**config.mk**
```make
export PLATFORM = sky130hd
export DESIGN_NAME = clk_div
export DESIGN_NICKNAME = d
export VERILOG_FILES = /design/src/rtl/clk_div.sv
export SDC_FILE = /design/constraint.sdc
export NUM_CORES = 1
export LEC_CHECK = 0
export CELL_PAD_IN_SITES_DETAIL_PLACEMENT = 1
export CELL_PAD_IN_SITES_GLOBAL_PLACEMENT = 2
export CORE_MARGIN = 2
export CORE_UTILIZATION = 42
export CTS_CLUSTER_SIZE = 28
export DETAILED_ROUTE_END_ITERATION = 10
export GPL_TIMING_DRIVEN = 0
export PLACE_DENSITY = 0.8
export RECOVER_POWER = 100
export SYNTH_ARGS = -nofsm -noshare
export SYNTH_HDL_FRONTEND = slang
export SYNTH_SLANG_ARGS = --single-unit
```
**constraint.sdc**
```tcl
create_clock -name clk -period 3.5 [get_ports clk]
set_input_delay 0.35 -clock clk [delete_from_list [all_inputs] [get_ports clk]]
set_output_delay 0.35 -clock clk [all_outputs]
set_load 0.005 [all_outputs]
```
**src/rtl/clk_div.sv**
```systemverilog
// Divides the board clock down to a 50 %-duty timebase and emits a one-cycle
// enable on each rising edge of that timebase for fast-domain consumers.
module clk_div #(
    parameter int CLK_FREQ_HZ = 50_000_000,
    parameter int OUT_FREQ_HZ = 1
) (
    input  logic clk,
    input  logic reset,
    output logic clk1hz,
    output logic tick1hz
);

    localparam int HALF = CLK_FREQ_HZ / (2 * OUT_FREQ_HZ);
    localparam int CW   = (HALF > 1) ? $clog2(HALF) : 1;

    localparam logic [CW-1:0] LAST = CW'(HALF - 1);

    generate
        if (HALF < 1) begin : g_bad_ratio
            $fatal(1, "clk_div: CLK_FREQ_HZ too low for OUT_FREQ_HZ (HALF < 1)");
        end
    endgenerate

    logic [CW-1:0] cnt;

    // clk1hz and tick1hz come straight from flops so the consumer sees a glitch-free clock.
    // NOTE: sequential state uses non-blocking assignments so every flop samples pre-edge values.
    always_ff @(posedge clk or posedge reset) begin
        if (reset) begin
            cnt     <= '0;
            clk1hz  <= 1'b0;
            tick1hz <= 1'b0;
        end else if (cnt == LAST) begin
            cnt     <= '0;
            clk1hz  <= ~clk1hz;
            tick1hz <= ~clk1hz;
        end else begin
            cnt     <= cnt + 1'b1;
            tick1hz <= 1'b0;
        end
    end

endmodule

```
==> reports/metrics.csv, run 1 <==
stage,metric,value,unit
status,status,"complete, no violations",
power_and_ir_drop,seqPwrFrac,68.8,%
critical_path,cp_top_family,simple AND/OR/NAND/NOR gates,
drt,wirelength,2762,um
cells_and_area,final_nets,141,
timing,fin_ws,1047,ps
power_and_ir_drop,p_sw,96.41,uW
grt,use_met2,30.72,%
placement,dp_hpwl,2038,um
timing,rsz0062_at_grt,false,
cells_and_area,multi_input_area,614.3,sq um
power_and_ir_drop,p_leak,0.6195,nW
timing,maxSlewHeadroom,31.20,%
clock_tree,cts_num_sinks,27,
timing,period_share,70.10,%
clock_tree,cts_tree,yes,
critical_path,crit_slowest_cell,nor4_4,
flow_run,maxCapViolations,0,
cells_and_area,seqCellArea,675.6,sq um
cells_and_area,fillers,356,
timing,finalHoldViolations,0,
synth,synth_seq_cells,27,
die,rows,20,
critical_path,worstSetupPathType,reg2reg,
timing,fin_setup_tns,0,ps
worst_hold_path,whs_endpoint,cnt[0]$_DFF_PP0_,
cells_and_area,area_growth,7.907,%
synth,synth_fp_nets,133,
power_and_ir_drop,powerDensity,312.7,nW/um^2
clock_tree,cts_buffer_depth,2,
critical_path,r2r_end,cnt[21]$_DFF_PP0_,
clock_tree,hold_buffers,0,
synth,synth_edf_count,0,
grt,grt.overflow.total,0,
drt,drtAntennaViolNets,0,
grt,grt_pass1_wl,4912,um
grt,globalRouteMet3Util,2.132,%
critical_path,critPathMaxStageDelay,470,ps
critical_path,path_max_fanout,10,
drt,route.detailed.drc,0,
grt,grt.total_usage,17.87,%
synth,synth.avg_cell_area,10.35,sq um
power_and_ir_drop,finalPower,453.8,uW
critical_path,worstPathCellList,ha_1 -> and3_1 -> clkbuf_1 -> nand2_1 -> nor4_4 -> clkbuf_1 -> a21oi_1,
power_and_ir_drop,p_sw_share,21.24,%
timing,clock_skew,15.73,ps
power_and_ir_drop,pwr-share-comb,1.5,%
critical_path,crit_buf_inv,2,
critical_path,reg2reg_from,cnt[0]$_DFF_PP0_,
placement,dp_slack,1329,ps
clock_tree,clock_latency,330,ps
power_and_ir_drop,vdd_ir_drop_max,0.1863,mV
timing,finalMaxSlewViolations,0,
synth,synth_cell_types,32,
die,initial_utilization,44.06,%
cells_and_area,num_antenna_cells,0,
clock_tree,cts_root_buf,clkbuf_4,
synth,async_reset_ff_share,100.0,%
power_and_ir_drop,p_int,357.4,uW
grt,grt_pass1_vias,1045,
clock_tree,clkTransAtPathRegs,130,ps
clock_tree,ctsResizeCount,0,
placement,io_buffer_count,3,
die,die_x,60.59,um
timing,timing.hold.ws,497.4,ps
critical_path,cp_common_cell,clkbuf_1,
clock_tree,htreeDepth,1,
worst_hold_path,min_path_cells,1,
critical_path,rrSetupSlack,1050,ps
synth,yosys_warnings,0,
drt,drt_iter0_drc,24,
cells_and_area,layout-drive-gt1-share,8.029,%
critical_path,worstPathRequired,3690,ps
synth,ys_seq_area_share,50.23,%
synth,synthesis.area,1345,sq um
grt,antenna_found_initial,0,
drt,wl_per_cell,15.26,um
critical_path,crit_cells,7,
clock_tree,cts_buffers,3,
grt,grt_most_used_layer,met2,
timing,tightestPinTransition,1031,ps
die,coreArea,3053,sq um
drt,via_per_inst,5.492,
critical_path,ff2ff_path_depth,7,
critical_path,setup.worst_path.end_class,register,
die,dieArea,3671,sq um
placement,gp_congestion,0.7406,
synth,synthCells,130,
drt,drtPass1Iterations,4,
grt,grt_max_degree,28,
die,dieHeight,60.59,um
synth,ys.flop_type,dfrtp_1,
timing,min_period,2453,ps
die,pin_count,4,
grt,grt.met1_usage,23.82,%
critical_path,arrival,2640,ps
timing,finalSetupViolations,0,
power_and_ir_drop,clockPowerShare,29.8,%
drt,vias,994,
timing,fmax,407.6,MHz
worst_hold_path,min_from,cnt[0]$_DFF_PP0_,
clock_tree,post_cts_buffers,0,
worst_hold_path,hp-class,reg2reg,
critical_path,start_kind,register,
## power groups by stage
stage                     sequential (mW)  clock (mW)  combinational [mW]
after floorplan                     0.318           0             0.00463
after global placement              0.318           0             0.00752
after detailed placement            0.318           0             0.00757
after CTS                           0.312       0.140             0.00757
after global routing                0.312       0.154             0.00819
final                               0.312       0.135             0.00679
## metal layers
layer	vias up	share of wire, %
met3	4	1.6
met1	500	49
met5	-	0
li1	484	-
met2	6	48
met4	0	0.98
## cells by family after synthesis
| group | after synthesis | synth area share [%] |
|---|---|---|
| and+or+nand+nor | 56 | 26.60 |
| DFF | 27 | 50.23 |
| buffers and inverters | 11 | 3.907 |
| xor gates and xnor gates | 12 | 7.814 |
| AOI/OAI and AO/OA | 22 | 9.768 |
| adders and majority gates | 1 | 0.9301 |
| muxes | 1 | 0.7442 |
## cells in the final DEF (no fill, tap or decap), types with 2 or more instances in the layout
cell type,count
nand2_1,9
xor2_1,7
o21ai_0,6
dfrtp_1,27
nand3_1,9
clkbuf_1,3
or3_1,5
dlygate4sd3_1,3
nor4_1,2
o31ai_1,6
nand4_1,4
and3_1,2
inv_1,7
nor3_1,5
and4_1,4
or4_1,3
xnor2_1,5
clkbuf_4,3
a21oi_1,8
nor2_1,5
## registers in the layout (all words and copies together) (netlist names)
signal   cells
cnt         25
clk1hz       1
tick1hz      1
## cells in the mapped netlist, types with 2 or more instances
library cell,n,area [sq um]
dfrtp_1,27,675.7
nand2_1,9,33.78
nand3_1,9,45.04
a21oi_1,8,40.04
inv_1,7,26.28
xor2_1,7,61.31
o21ai_0,6,30.03
o31ai_1,6,45.04
nor2_1,5,18.77
nor3_1,5,25.02
or3_1,5,31.28
xnor2_1,5,43.79
nand4_1,4,25.02
and4_1,3,26.28
buf_2,3,15.01
or4_1,3,22.52
and3_1,2,12.51
nor4_1,2,12.51
## through the flow
stage,instances,util [%],area [sq um]
detailed placement,177,46.84,1430
CTS,181,47.70,1456
floorplan,130,-,1345
global route,181,47.54,1451
finish,181,47.54,1451
global placement,177,46.84,1430
## worst max-delay path by stage
stage | slack [ps] | startpoint | to
global route | 800 | cnt[0]$_DFF_PP0_ | cnt[19]$_DFF_PP0_
finish | 1050 | cnt[0]$_DFF_PP0_ | cnt[21]$_DFF_PP0_
CTS | 1310 | cnt[0]$_DFF_PP0_ | cnt[21]$_DFF_PP0_
detailed placement | 1330 | cnt[0]$_DFF_PP0_ | cnt[3]$_DFF_PP0_
floorplan | 1790 | cnt[0]$_DFF_PP0_ | cnt[11]$_DFF_PP0_
global placement | 1400 | cnt[0]$_DFF_PP0_ | cnt[11]$_DFF_PP0_
## cell type report
cell class	count	area share, %
inverters	7	1.810
repair buffers	3	2.069
clock buffers	4	1.810
multi-input cells	92	42.33
plain buffers	4	1.638
well taps	44	3.793
flip-flops and latches	27	46.55
Note: power is estimated with default switching activity, not from simulation.
==> inputs of run 2 (changes only) <==
Settings changed: CORE_UTILIZATION 42 to 35, PLACE_DENSITY 0.8 to 0.71.
Clock period 3.5 ns to 2.18 ns, I/O delays scaled along.
==> reports/metrics.csv, run 2 (synthesis results as in run 1) <==
stage,metric,value,unit
clock_tree,ctsResizeCount,0,
clock_tree,cts_buffer_depth,2,
timing,fin_setup_tns,0,ps
timing,finalMaxSlewViolations,0,
timing,period_share,89.04,%
grt,grt.overflow.total,0,
placement,place_inst,181,
die,rows,22,
timing,timing.hold.ws,487.7,ps
flow_run,maxCapViolations,0,
clock_tree,htreeDepth,1,
worst_hold_path,min_from,clk1hz$_DFFE_PP0N_,
drt,drt_iter0_drc,90,
grt,grt_pass1_wl,5064,um
grt,grt_pass1_vias,1089,
drt,wl_per_cell,15.12,um
critical_path,reg2reg_from,cnt[4]$_DFF_PP0_,
timing,finalSetupViolations,0,
timing,rsz0062_at_grt,false,
critical_path,ff2ff_path_depth,6,
die,dieHeight,65.99,um
critical_path,critPathMaxStageDelay,430,ps
timing,min_period,1941,ps
clock_tree,hold_buffers,0,
worst_hold_path,whs_endpoint,tick1hz$_DFF_PP0_,
die,pin_count,4,
cells_and_area,fillers,436,
clock_tree,cts_tree,yes,
worst_hold_path,min_path_cells,1,
drt,vias,1019,
cells_and_area,num_antenna_cells,0,
cells_and_area,layout_commonest_cell,dfrtp_1,
critical_path,worstPathCellList,and2_1 -> clkbuf_1 -> nand2_1 -> nor4_4 -> buf_2 -> a21oi_1,
timing,finalHoldViolations,0,
clock_tree,cts_buffers,3,
drt,wirelength,2842,um
grt,grt.total_usage,15.61,%
drt,drtAntennaViolNets,0,
cells_and_area,top_register,cnt,
power_and_ir_drop,powerDensity,531.7,nW/um^2
clock_tree,post_cts_buffers,0,
grt,antenna_found_initial,0,
clock_tree,cts_num_sinks,27,
placement,dp_slack,46.07,ps
timing,fin_ws,239.0,ps
cells_and_area,area_growth,11.72,%
critical_path,setup.worst_path.end_class,register,
timing,maxSlewHeadroom,30.95,%
cells_and_area,instances_no_fill,188,
cells_and_area,final_cell_mix,"27 x dfrtp_1, 9 x nand2_1, 9 x nand3_1, 8 x a21oi_1",
die,die_x,65.99,um
clock_tree,clkTransAtPathRegs,90,ps
critical_path,start_kind,register,
critical_path,crit_slowest_cell,dfrtp_1,
drt,route.detailed.drc,0,
critical_path,worstSetupPathType,reg2reg,
status,status,"complete, no violations",
cells_and_area,final_nets,144,
die,dieArea,4355,sq um
placement,dp_hpwl,2052,um
grt,grt_max_degree,28,
placement,io_buffer_count,3,
timing,fmax,515.2,MHz
clock_tree,clock_latency,280,ps
cells_and_area,reg.largest.list,"cnt (25), clk1hz (1), tick1hz (1)",
cells_and_area,fin_util,40.74,%
critical_path,r2r_end,cnt[19]$_DFF_PP0_,
worst_hold_path,hp-class,reg2reg,
drt,via_per_inst,5.420,
timing,tightestPinTransition,1035,ps
placement,gp_congestion,0.7423,
critical_path,rrSetupSlack,240,ps
timing,clock_skew,3.455,ps
critical_path,worstPathRequired,2340,ps
power_and_ir_drop,vdd_ir_drop_max,0.2755,mV
die,initial_utilization,36.47,%
power_and_ir_drop,p_leak,0.6543,nW
cells_and_area,largest_reg_flops,25,
critical_path,path_max_fanout,10,
drt,drtPass1Iterations,4,
critical_path,arrival,2100,ps
clock_tree,cts_root_buf,clkbuf_8,
die,coreArea,3689,sq um
cells_and_area,layout-drive-gt1-share,12.14,%
-- run 2: through the flow --
step / total power [mW] / area (sq um)
global route: 0.8365 / 1503
global placement: 0.5228 / 1435
detailed placement: 0.5230 / 1435
CTS: 0.8154 / 1481
floorplan: 0.5177 / 1345
finish: 0.7990 / 1503
-- run 2: power breakdown --
part           switching [mW]  leakage (nW)  internal, mW
Clock                   0.159        0.0255         0.128
Combinational         0.00966         0.266       0.00129
Sequential                  0         0.363         0.500
-- run 2: how the worst max path moves through the flow --
stage / start / endpoint / cells past startpoint
2_1_floorplan: cnt[0]$_DFF_PP0_ / cnt[11]$_DFF_PP0_ / 7
3_3_place_gp: cnt[0]$_DFF_PP0_ / cnt[11]$_DFF_PP0_ / 7
3_5_place_dp: cnt[0]$_DFF_PP0_ / cnt[19]$_DFF_PP0_ / 7
4_1_cts: cnt[0]$_DFF_PP0_ / cnt[19]$_DFF_PP0_ / 7
5_1_grt: cnt[4]$_DFF_PP0_ / cnt[21]$_DFF_PP0_ / 6
6_report: cnt[4]$_DFF_PP0_ / cnt[19]$_DFF_PP0_ / 6
-- run 2: routing by layer --
layer,up-vias,wire (um),track usage (%)
li1,490,-,-
met1,521,1366,19.68
met2,4,1382,26.26
met3,4,57,4.089
met4,0,36,4.592
met5,-,0,0
-- run 2: cell type report --
type	instances	area (sq um)	area share (%)
Inverter	7	26.28	1.749
Multi-Input combinational cell	92	616.8	41.05
Timing Repair Buffer	6	52.55	3.497
Buffer	4	25.02	1.665
Tap cell	48	60.06	3.997
Sequential cell	27	675.6	44.96
Clock buffer	3	41.29	2.748
Clock inverter	1	5.005	0.3331
-- run 2: worst max-delay path: cells and delay by family, from the launching register on --
kind	cells	cell delay, ps
buf+inv	2	580
compound gates	1	70
simple gates	3	730
flops	1	430
